**src/rtl/if_fetch_unit.sv**
```systemverilog
// Purpose: instruction fetch unit; owns the PC, reads instruction memory, presents PC+4/instruction to IF register.
// Latency: word returned with imem_rdy in cycle N is presented from cycle N+1; branch target fetched from N+1.
// Backpressure: freeze holds the output; one extra response lands in a skid slot, then imem_req drops until release.
//
// Ports:
//   clk, rst (async, active-low)     clock and reset
//   freeze                           downstream stall, hold current output pair
//   branch_taken, branch_addr        single-cycle redirect from execute
//   imem_req, imem_addr              read request and word-aligned address (addr = fetch pc)
//   imem_rdy, imem_rdata             memory response for imem_addr in this cycle
//   PC_out, Instruction_out          presented pc+4 and instruction, zeroed when invalid
//   inst_valid                       outputs carry a real fetched instruction
module if_fetch_unit #(
    parameter logic [31:0] RESET_PC = 32'h0000_0000
) (
    input  logic        clk,
    input  logic        rst,
    input  logic        freeze,
    input  logic        branch_taken,
    input  logic [31:0] branch_addr,
    output logic        imem_req,
    output logic [31:0] imem_addr,
    input  logic        imem_rdy,
    input  logic [31:0] imem_rdata,
    output logic [31:0] PC_out,
    output logic [31:0] Instruction_out,
    output logic        inst_valid
);

    typedef enum logic {
        S_FETCH = 1'b0,
        S_HOLD  = 1'b1
    } state_t;

    state_t      state_q,    state_d;
    logic [31:0] fetch_pc_q, fetch_pc_d;
    logic [31:0] out_pc_q,   out_pc_d;
    logic [31:0] out_inst_q, out_inst_d;
    logic        out_valid_q, out_valid_d;
    logic [31:0] skid_pc_q,  skid_pc_d;
    logic [31:0] skid_inst_q, skid_inst_d;
    logic        skid_valid_q, skid_valid_d;

    logic        slot_free;
    logic [31:0] pc_plus4;

    // Redirect targets are word aligned; the low address bits carry no meaning.
    logic [1:0]  unused_branch_lsbs;
    assign unused_branch_lsbs = branch_addr[1:0];

    assign imem_req  = (state_q == S_FETCH) && rst;
    assign imem_addr = fetch_pc_q;
    assign pc_plus4  = fetch_pc_q + 32'd4;   // wraps modulo 2^32
    // The output slot can take a new word if it is empty or is being consumed now.
    assign slot_free = !out_valid_q || !freeze;

    always_comb begin
        state_d      = state_q;
        fetch_pc_d   = fetch_pc_q;
        out_pc_d     = out_pc_q;
        out_inst_d   = out_inst_q;
        out_valid_d  = out_valid_q;
        skid_pc_d    = skid_pc_q;
        skid_inst_d  = skid_inst_q;
        skid_valid_d = skid_valid_q;

        if (branch_taken) begin
            // Redirect beats freeze and discards any response arriving this cycle.
            fetch_pc_d   = {branch_addr[31:2], 2'b00};
            out_valid_d  = 1'b0;
            skid_valid_d = 1'b0;
            state_d      = S_FETCH;
        end else begin
            unique case (state_q)
                S_FETCH: begin
                    if (imem_rdy && imem_req) begin
                        fetch_pc_d = pc_plus4;
                        if (slot_free) begin
                            out_pc_d    = pc_plus4;
                            out_inst_d  = imem_rdata;
                            out_valid_d = 1'b1;
                        end else begin
                            skid_pc_d    = pc_plus4;
                            skid_inst_d  = imem_rdata;
                            skid_valid_d = 1'b1;
                            state_d      = S_HOLD;
                        end
                    end else if (!freeze) begin
                        // Consumed word is not replaced; present a bubble.
                        out_valid_d = 1'b0;
                    end
                end
                S_HOLD: begin
                    if (!freeze) begin
                        out_pc_d     = skid_pc_q;
                        out_inst_d   = skid_inst_q;
                        out_valid_d  = skid_valid_q;
                        skid_valid_d = 1'b0;
                        state_d      = S_FETCH;
                    end
                end
                default: state_d = S_FETCH;
            endcase
        end
    end

    always_ff @(posedge clk or negedge rst) begin
        if (!rst) begin
            state_q      <= S_FETCH;
            fetch_pc_q   <= RESET_PC;
            out_pc_q     <= 32'd0;
            out_inst_q   <= 32'd0;
            out_valid_q  <= 1'b0;
            skid_pc_q    <= 32'd0;
            skid_inst_q  <= 32'd0;
            skid_valid_q <= 1'b0;
        end else begin
            state_q      <= state_d;
            fetch_pc_q   <= fetch_pc_d;
            out_pc_q     <= out_pc_d;
            out_inst_q   <= out_inst_d;
            out_valid_q  <= out_valid_d;
            skid_pc_q    <= skid_pc_d;
            skid_inst_q  <= skid_inst_d;
            skid_valid_q <= skid_valid_d;
        end
    end

    assign inst_valid      = out_valid_q;
    assign PC_out          = out_valid_q ? out_pc_q   : 32'd0;
    assign Instruction_out = out_valid_q ? out_inst_q : 32'd0;

endmodule

```
**config.mk**
```make
export PLATFORM = sky130hd
export DESIGN_NAME = if_fetch_unit
export DESIGN_NICKNAME = d
export VERILOG_FILES = /design/src/rtl/if_fetch_unit.sv
export SDC_FILE = /design/constraint.sdc
export NUM_CORES = 1
export LEC_CHECK = 0
export CORE_MARGIN = 5
export CORE_UTILIZATION = 52
export DETAILED_ROUTE_END_ITERATION = 12
export PLACE_DENSITY = 0.81
export SYNTH_ARGS = -nofsm -noshare
export SYNTH_HDL_FRONTEND = slang
export SYNTH_SLANG_ARGS = --single-unit
```
**constraint.sdc**
```tcl
create_clock -name clk -period 2.6 [get_ports clk]
set_clock_uncertainty 0.05 [all_clocks]
set_input_delay 0.52 -clock clk [delete_from_list [all_inputs] [get_ports clk]]
set_output_delay 0.52 -clock clk [all_outputs]
set_load 0.1 [all_outputs]
```
==> report_table.html, run 1 <==
<table>
<tr><th>Metric</th><th>Value</th></tr>
<tr><th colspan="2">CTS</th></tr>
<tr><td>Total number of H-tree levels</td><td>4</td></tr>
<tr><td>Clk slew on worst S/H paths</td><td>0.06 ns</td></tr>
<tr><td>Worst-skew pair later-pin latency</td><td>0.42 ns</td></tr>
<tr><td>TritonCTS sink count</td><td>157</td></tr>
<tr><td>Number of buffers created by CTS</td><td>17</td></tr>
<tr><td>CTS resizes</td><td>0</td></tr>
<tr><td>Postcts setup bufs</td><td>0</td></tr>
<tr><td>Buffers from clock root to sink, at most</td><td>2</td></tr>
<tr><td>Count of hold buffers inserted by post-cts repair</td><td>1</td></tr>
<tr><td>Root buffer cell</td><td>clkbuf_16</td></tr>
<tr><td>TritonCTS clock tree</td><td>built</td></tr>
<tr><th colspan="2">Pwr</th></tr>
<tr><td>Power density over cell area</td><td>665 nW/um2</td></tr>
<tr><td>Switching portion of total power</td><td>0.329</td></tr>
<tr><td>Lkg Pwr</td><td>0.00485 uW</td></tr>
<tr><td>Seq pwr share</td><td>0.426</td></tr>
<tr><td>Worst voltage drop across the vdd grid</td><td>491 uV</td></tr>
<tr><td>Clock Power Share</td><td>0.325</td></tr>
<tr><td>Cell internal power dissipation</td><td>4880 uW</td></tr>
<tr><td>Logic pwr share</td><td>0.250</td></tr>
<tr><td>Switching power of the nets</td><td>2400 uW</td></tr>
<tr><th colspan="2">Route</th></tr>
<tr><td>Remaining design rule violation count</td><td>0</td></tr>
<tr><td>Iteration-0 DRC Markers</td><td>582</td></tr>
<tr><td>Number of vias per cell after detailed routing</td><td>5.52</td></tr>
<tr><td>Final routed wirelength across all metal layers</td><td>20400 um</td></tr>
<tr><td>Final antenna-violating net count</td><td>0</td></tr>
<tr><td>Via Count</td><td>6796</td></tr>
<tr><td>DR pass1 iterations</td><td>7</td></tr>
<tr><td>Detailed-route wire length per cell</td><td>16.5 um</td></tr>
<tr><th colspan="2">Yosys</th></tr>
<tr><td>Avg Inst Size Synth</td><td>8.86 um2</td></tr>
<tr><td>Distinct cell type count of the synthesized netlist</td><td>47</td></tr>
<tr><td>Yosys warns</td><td>0</td></tr>
<tr><td>Flip-flop and latch count after synthesis</td><td>157</td></tr>
<tr><td>Netlist area before placement</td><td>7930 um2</td></tr>
<tr><td>Sequential element share of the synthesized area</td><td>0.495</td></tr>
<tr><td>Most used DFF post-synth</td><td>dfrtp_1</td></tr>
<tr><td>Proportion of register bits with asynchronous set or reset after synthesis</td><td>1.00</td></tr>
<tr><td>Gate count of the mapped netlist</td><td>895</td></tr>
<tr><td>Number of enable flip-flop cells after synthesis</td><td>0</td></tr>
<tr><th colspan="2">STA</th></tr>
<tr><td>Unrepaired setup endpoints after global routing</td><td>no</td></tr>
<tr><td>Max-slew headroom at the worst pin</td><td>0.448</td></tr>
<tr><td>Minimum clock period</td><td>2.38 ns</td></tr>
<tr><td>Total negative slack</td><td>0 ns</td></tr>
<tr><td>Total count of max-transition violations in the final report</td><td>0</td></tr>
<tr><td>Final hold vios</td><td>0</td></tr>
<tr><td>Period Utilization, post-route</td><td>0.917</td></tr>
<tr><td>Measured slew at the worst slew-check pin</td><td>0.828 ns</td></tr>
<tr><td>Setup Viol. Count Final</td><td>0</td></tr>
<tr><td>Least setup slack across all paths after layout</td><td>0.217 ns</td></tr>
<tr><td>Max Clock Freq</td><td>0.420 GHz</td></tr>
<tr><th colspan="2">Flow run</th></tr>
<tr><td>Number of max-cap violations</td><td>0</td></tr>
<tr><th colspan="2">Die</th></tr>
<tr><td>Horizontal die dimension</td><td>134 um</td></tr>
<tr><td>Die Outline Area</td><td>17800 um2</td></tr>
<tr><td>Die height</td><td>134 um</td></tr>
<tr><td>Row Count</td><td>45</td></tr>
<tr><td>Boundary Pins</td><td>167</td></tr>
<tr><td>Initial standard-cell utilization of the core</td><td>0.526</td></tr>
<tr><td>Core Region</td><td>15100 um2</td></tr>
<tr><th colspan="2">Critical path</th></tr>
<tr><td>Slowest stage delay, CP</td><td>0.52 ns</td></tr>
<tr><td>List of cells traversed by the critical path</td><td>ha_1 -&gt; nand4_2 -&gt; buf_4 -&gt; nor3_1 -&gt; nand3_1 -&gt; xor2_1 -&gt; o21ai_0</td></tr>
<tr><td>Data required, critical path</td><td>2.84 ns</td></tr>
<tr><td>Register-to-Register Setup Slack</td><td>0.22 ns</td></tr>
<tr><td>Critical path class</td><td>flop to flop</td></tr>
<tr><td>Critical path capture point type</td><td>flop</td></tr>
<tr><td>Critical-path maximum fanout</td><td>8</td></tr>
<tr><td>Number of buffers and inverters on the critical path</td><td>1</td></tr>
<tr><td>Data arrival time of the critical path</td><td>2.62 ns</td></tr>
<tr><td>Critical-path top delay cell</td><td>nor3_1</td></tr>
<tr><td>Category of the worst setup path launch point</td><td>flop</td></tr>
<tr><td>Cell type group with the largest total delay on the critical path</td><td>simple AND/OR/NAND/NOR gates</td></tr>
<tr><th colspan="2">Global routing</th></tr>
<tr><td>Number of global-route vias before repair</td><td>6531</td></tr>
<tr><td>Tot GR Track Use</td><td>0.232</td></tr>
<tr><td>Largest net degree at the start of global routing</td><td>143</td></tr>
<tr><td>Residual overflow from global routing</td><td>0</td></tr>
<tr><td>Initial antenna violation count</td><td>0</td></tr>
<tr><td>First-pass GRT wire length</td><td>33200 um</td></tr>
<tr><th colspan="2">Cells and area</th></tr>
<tr><td>Area Overhead vs Synth</td><td>38.1%</td></tr>
<tr><td>Fill count</td><td>1081</td></tr>
<tr><td>Layout cell share with drive strength beyond 1</td><td>0.225</td></tr>
<tr><td>Diode count</td><td>0</td></tr>
<tr><td>Final nets</td><td>1102</td></tr>
<tr><th colspan="2">Place</th></tr>
<tr><td>PortBufs</td><td>160</td></tr>
<tr><td>HPWL after DPL</td><td>14300 um</td></tr>
<tr><td>Worst Setup Slack post-DPL</td><td>0.274 ns</td></tr>
<tr><td>Routability cong.</td><td>0.929</td></tr>
<tr><th colspan="2">Outcome</th></tr>
<tr><td>Status</td><td>complete, no violations</td></tr>
<tr><th colspan="2">Worst hold path</th></tr>
<tr><td>Kind of path behind the tightest hold check</td><td>primary input to flop</td></tr>
</table>
==> worst register-to-register path: stages (launching register included) <==
cell and delay, ns:
dfrtp_2 0.45, ha_1 0.28, nand4_2 0.16, buf_4 0.20, nor3_1 0.52, nand3_1 0.17, xor2_1 0.28, o21ai_0 0.15
==> flip-flops by register name (all words and copies together) (netlist names) <==
| signal | cells |
|---|---|
| out_inst_q | 32 |
| skid_inst_q | 32 |
| imem_addr | 30 |
| out_pc_q | 30 |
| skid_pc_q | 30 |
| inst_valid | 1 |
| skid_valid_q | 1 |
| state_q | 1 |
==> cells by family after synthesis <==
family / synth area share
muxes: 0.0484
adders and majority gates: 0.00158
DFF: 0.495
xor gates and xnor gates: 0.0552
buffers and inverters: 0.0390
other: 0.000473
AOI/OAI and AO/OA: 0.100
and+or+nand+nor: 0.260
==> path summary, 6_finish.rpt <==
path / depth (start not counted) / from / endpoint
min: 2 / branch_taken / inst_valid
max in group asynchronous: 3 / rst / imem_addr[18]
min in group asynchronous: 2 / rst / out_pc_q[23]
min reg2reg: 2 / out_pc_q[6] / out_pc_q[6]
max reg2reg: 7 / imem_addr[2] / out_pc_q[30]
max: 7 / imem_addr[2] / out_pc_q[30]
==> cells in the final DEF, fill, tap and decap left out, types with 4 or more instances in the layout <==
master,instances
dfrtp_1,149
nand4_1,14
and2_1,4
xnor2_1,21
dfrtp_2,8
nor3_1,15
nand2_1,224
buf_12,69
mux2i_1,35
buf_4,47
inv_1,5
o21ai_0,112
and2_2,62
a21oi_1,21
nand3_1,20
clkbuf_8,5
nor4_1,10
o21ai_1,5
nor2_1,25
clkdlybuf4s50_1,64
o31a_1,4
and3_1,20
clkbuf_16,17
conb_1,4
xor2_1,29
==> through the flow <==
stage               total power [uW]  std cells  area (um2)  hold WS, ns   util
global placement                4880       1200       10400        0.323  0.688
finish                          7280       1231       11000        0.301  0.726
CTS                             7310       1231       11000        0.283  0.726
floorplan                       4290        898        8030        0.174      -
detailed placement              4950       1200       10400        0.323  0.688
global route                    7590       1231       11000        0.305  0.726
==> power by group through the flow <==
stage               sequential [uW]  combinational, uW  clock (uW)
floorplan                      3370                921           0
global placement               3110               1780           0
detailed placement             3130               1820           0
CTS                            3100               1830        2390
global route                   3150               1950        2500
finish                         3100               1820        2360
==> synthesized netlist by cell type (2+ instances only) <==
cell,n,share of area
nand2_1,224,0.11
dfrtp_1,157,0.50
o21ai_0,112,0.071
and2_1,66,0.052
clkbuf_1,48,0.023
mux2i_1,35,0.044
xor2_1,29,0.032
nor2_1,25,0.012
a21oi_1,21,0.013
and3_1,21,0.017
nand3_1,21,0.013
xnor2_1,21,0.023
nor3_1,15,0.0095
nand4_1,14,0.011
buf_2,10,0.0063
nor4_1,10,0.0079
buf_1,5,0.0024
buf_4,5,0.0047
inv_1,5,0.0024
o21ai_1,5,0.0032
nor2b_1,4,0.0032
o31a_1,4,0.0044
a31oi_1,3,0.0024
mux2_2,3,0.0043
nand2b_1,3,0.0024
o31ai_1,3,0.0028
and4_1,2,0.0022
nand4_2,2,0.0032
nor3b_1,2,0.0019
nor4_2,2,0.0032
or4_4,2,0.0028
==> final cells by class <==
class	count	area [um2]	share of cell area
flip-flops and latches	157	3940	0.360
multi-input cells	667	3790	0.346
repair buffers	183	2400	0.219
clock buffers	24	502	0.0458
well taps	188	235	0.0215
clock inverters	6	60.1	0.00548
inverters	6	22.5	0.00206
==> per-layer routing <==
layer | GRT usage | part of all wire | wire length [um]
met5 | 0 | 0 | 0
met4 | 0.0794 | 0.021 | 427
met3 | 0.0476 | 0.059 | 1200
met2 | 0.373 | 0.48 | 9850
met1 | 0.316 | 0.44 | 8890
Note: power is estimated with default switching activity, not from simulation.
==> run 2, diff against run 1 <==
- CORE_UTILIZATION: 52 -> 64
- DONT_BUFFER_PORTS: unset -> 1
- PLACE_DENSITY: 0.81 -> 0.8
==> run 2 against run 1 <==
Against the previous run:
- the run now ends with hold timing left
- global-route usage grew 3.1 points
- clock-buffer cell count shrank 2
- final area shrank 18%
- register-to-register slack gained 0.15 ns
- combinational power shrank 20%
- worst hold slack lost 0.56 ns
- non-clock buffer count shrank 134
- die area shrank 17%
- critical path depth shrank 5
- sequential power is essentially flat
- clock power grew 6%
==> report_table.html, run 2 (synthesis gave the netlist of run 1 again) <==
<table>
<tr><th>Metric</th><th>Value</th></tr>
<tr><th colspan="2">CTS</th></tr>
<tr><td>Worst-skew pair later-pin latency</td><td>0.42 ns</td></tr>
<tr><td>Clk slew on worst S/H paths</td><td>0.06 ns</td></tr>
<tr><td>Postcts setup bufs</td><td>0</td></tr>
<tr><td>Total number of H-tree levels</td><td>4</td></tr>
<tr><td>CTS resizes</td><td>0</td></tr>
<tr><td>Root buffer cell</td><td>clkbuf_16</td></tr>
<tr><td>Buffers from clock root to sink, at most</td><td>2</td></tr>
<tr><td>TritonCTS sink count</td><td>157</td></tr>
<tr><td>Number of buffers created by CTS</td><td>17</td></tr>
<tr><td>TritonCTS clock tree</td><td>built</td></tr>
<tr><th colspan="2">Cells and area</th></tr>
<tr><td>Area Overhead vs Synth</td><td>13.0%</td></tr>
<tr><td>Layout cell share with drive strength beyond 1</td><td>0.188</td></tr>
<tr><td>Diode count</td><td>0</td></tr>
<tr><td>Final nets</td><td>968</td></tr>
<tr><td>Fill count</td><td>872</td></tr>
<tr><td>Highest-count cells in the layout ignoring fill and taps</td><td>nand2_1, dfrtp_1, o21ai_0</td></tr>
<tr><td>Biggest regs</td><td>out_inst_q (32), skid_inst_q (32)</td></tr>
<tr><td>Most frequent standard cell in the layout excluding fill and tap cells</td><td>nand2_1</td></tr>
<tr><th colspan="2">Global routing</th></tr>
<tr><td>Initial antenna violation count</td><td>0</td></tr>
<tr><td>Residual overflow from global routing</td><td>0</td></tr>
<tr><td>Tot GR Track Use</td><td>0.263</td></tr>
<tr><td>Largest net degree at the start of global routing</td><td>162</td></tr>
<tr><td>Number of global-route vias before repair</td><td>6064</td></tr>
<tr><td>First-pass GRT wire length</td><td>30900 um</td></tr>
<tr><th colspan="2">Die</th></tr>
<tr><td>Boundary Pins</td><td>167</td></tr>
<tr><td>Die height</td><td>121 um</td></tr>
<tr><td>Core Region</td><td>12100 um2</td></tr>
<tr><td>Row Count</td><td>40</td></tr>
<tr><td>Horizontal die dimension</td><td>121 um</td></tr>
<tr><td>Initial standard-cell utilization of the core</td><td>0.658</td></tr>
<tr><td>Die Outline Area</td><td>14700 um2</td></tr>
<tr><th colspan="2">STA</th></tr>
<tr><td>Minimum clock period</td><td>2.36 ns</td></tr>
<tr><td>Least setup slack across all paths after layout</td><td>0.235 ns</td></tr>
<tr><td>Measured slew at the worst slew-check pin</td><td>0.632 ns</td></tr>
<tr><td>Total negative slack</td><td>0 ns</td></tr>
<tr><td>Final hold vios</td><td>157</td></tr>
<tr><td>Max-slew headroom at the worst pin</td><td>0.579</td></tr>
<tr><td>Unrepaired setup endpoints after global routing</td><td>no</td></tr>
<tr><td>Period Utilization, post-route</td><td>0.909</td></tr>
<tr><td>Max Clock Freq</td><td>0.423 GHz</td></tr>
<tr><td>Worst-case hold slack</td><td>-0.261 ns</td></tr>
<tr><td>Setup Viol. Count Final</td><td>0</td></tr>
<tr><td>Total count of max-transition violations in the final report</td><td>0</td></tr>
<tr><th colspan="2">Critical path</th></tr>
<tr><td>Critical-path maximum fanout</td><td>26</td></tr>
<tr><td>Slowest stage delay, CP</td><td>0.54 ns</td></tr>
<tr><td>Data arrival time of the critical path</td><td>1.79 ns</td></tr>
<tr><td>Category of the worst setup path launch point</td><td>flop</td></tr>
<tr><td>List of cells traversed by the critical path</td><td>buf_4 -&gt; and2_2</td></tr>
<tr><td>Data required, critical path</td><td>2.03 ns</td></tr>
<tr><td>Critical-path top delay cell</td><td>dfrtp_2</td></tr>
<tr><td>Critical path capture point type</td><td>output port</td></tr>
<tr><td>Critical path class</td><td>flop to output port</td></tr>
<tr><th colspan="2">Pwr</th></tr>
<tr><td>Lkg Pwr</td><td>0.00404 uW</td></tr>
<tr><td>Power density over cell area</td><td>784 nW/um2</td></tr>
<tr><td>Worst voltage drop across the vdd grid</td><td>384 uV</td></tr>
<tr><th colspan="2">Flow run</th></tr>
<tr><td>Number of max-cap violations</td><td>0</td></tr>
<tr><th colspan="2">Route</th></tr>
<tr><td>Final routed wirelength across all metal layers</td><td>19000 um</td></tr>
<tr><td>Number of vias per cell after detailed routing</td><td>5.82</td></tr>
<tr><td>Iteration-0 DRC Markers</td><td>505</td></tr>
<tr><td>Detailed-route wire length per cell</td><td>17.6 um</td></tr>
<tr><td>Final antenna-violating net count</td><td>0</td></tr>
<tr><td>DR pass1 iterations</td><td>7</td></tr>
<tr><td>Via Count</td><td>6284</td></tr>
<tr><td>Remaining design rule violation count</td><td>0</td></tr>
<tr><th colspan="2">Place</th></tr>
<tr><td>Routability cong.</td><td>0.945</td></tr>
<tr><td>Worst Setup Slack post-DPL</td><td>0.393 ns</td></tr>
<tr><td>PortBufs</td><td>0</td></tr>
<tr><td>HPWL after DPL</td><td>12900 um</td></tr>
<tr><th colspan="2">Worst hold path</th></tr>
<tr><td>Kind of path behind the tightest hold check</td><td>primary input to asynchronous set/reset pin</td></tr>
<tr><th colspan="2">Outcome</th></tr>
<tr><td>Violated checks</td><td>hold timing</td></tr>
<tr><td>Status</td><td>complete, but fails checks</td></tr>
</table>
-- run 2: cell count changes in the layout (fill, tap and decap cells not counted), sizes merged --
cell,delta
buf,-69
clkdlybuf4s50,-64
clkbuf,-2
clkinv,+2
bufinv,+1
clkinvlp,+1
dlygate4sd3,-1
-- run 2: layer usage --
layer  GRT usage  vias to the layer above  share of wire
met5           0                        -              0
met4       0.102                        0          0.021
met3      0.0718                       36          0.080
met2       0.419                      227           0.48
met1       0.345                     3030           0.42
li1            -                     2991              -
-- run 2: path summary, 6_finish.rpt --
check	from	end	slack [ns]	cells after the start
max in group asynchronous	rst	imem_addr[6]	2.44	0
min reg2reg	out_pc_q[22]	out_pc_q[22]	0.42	2
min	rst	out_inst_q[0]	-0.26	0
min in group clk	branch_taken	inst_valid	0.11	1
max	inst_valid	PC_out[10]	0.24	2
max reg2reg	imem_addr[2]	imem_addr[20]	0.37	7
-- run 2: worst max-delay path, delay by kind of cell, from the launching register on --
kind / cells / cell delay [ns]
simple gates: 1 / 0.53
flops: 1 / 0.54
buf+inv: 1 / 0.29
-- run 2: power by group --
group / leakage [uW] / switching [uW] / internal (uW)
clock network: 0.000294 / 969 / 1530
logic: 0.00175 / 1100 / 345
registers: 0.00199 / 240 / 2840
total: 0.00404 / 2310 / 4720
-- run 2: area by class of cell --
class / count / area, um2 / share of cell area
Sequential cell: 157 / 3940 / 0.440
Multi-Input combinational cell: 667 / 3790 / 0.423
Clock buffer: 22 / 494 / 0.0551
Timing Repair Buffer: 49 / 393 / 0.0438
Tap cell: 168 / 210 / 0.0234
Clock inverter: 10 / 111 / 0.0124
Inverter: 6 / 22.5 / 0.00251
-- run 2: metrics by stage --
step / cells / util / hold slack [ns] / total power [uW] / area, um2
finish: 1079 / 0.743 / -0.261 / 7030 / 8960
global placement: 1047 / 0.693 / 0.178 / 4490 / 8360
floorplan: 898 / - / 0.174 / 4290 / 8030
detailed placement: 1047 / 0.693 / 0.179 / 4560 / 8360
global route: 1079 / 0.743 / -0.279 / 7310 / 8960
CTS: 1079 / 0.743 / -0.271 / 7060 / 8960
==> run 3, diff against run 2 <==
- CAP_MARGIN: unset -> 30
- SLEW_MARGIN: unset -> 20
==> results of run 3 <==
Final layout, timing and power as in run 2 (identical DEF).
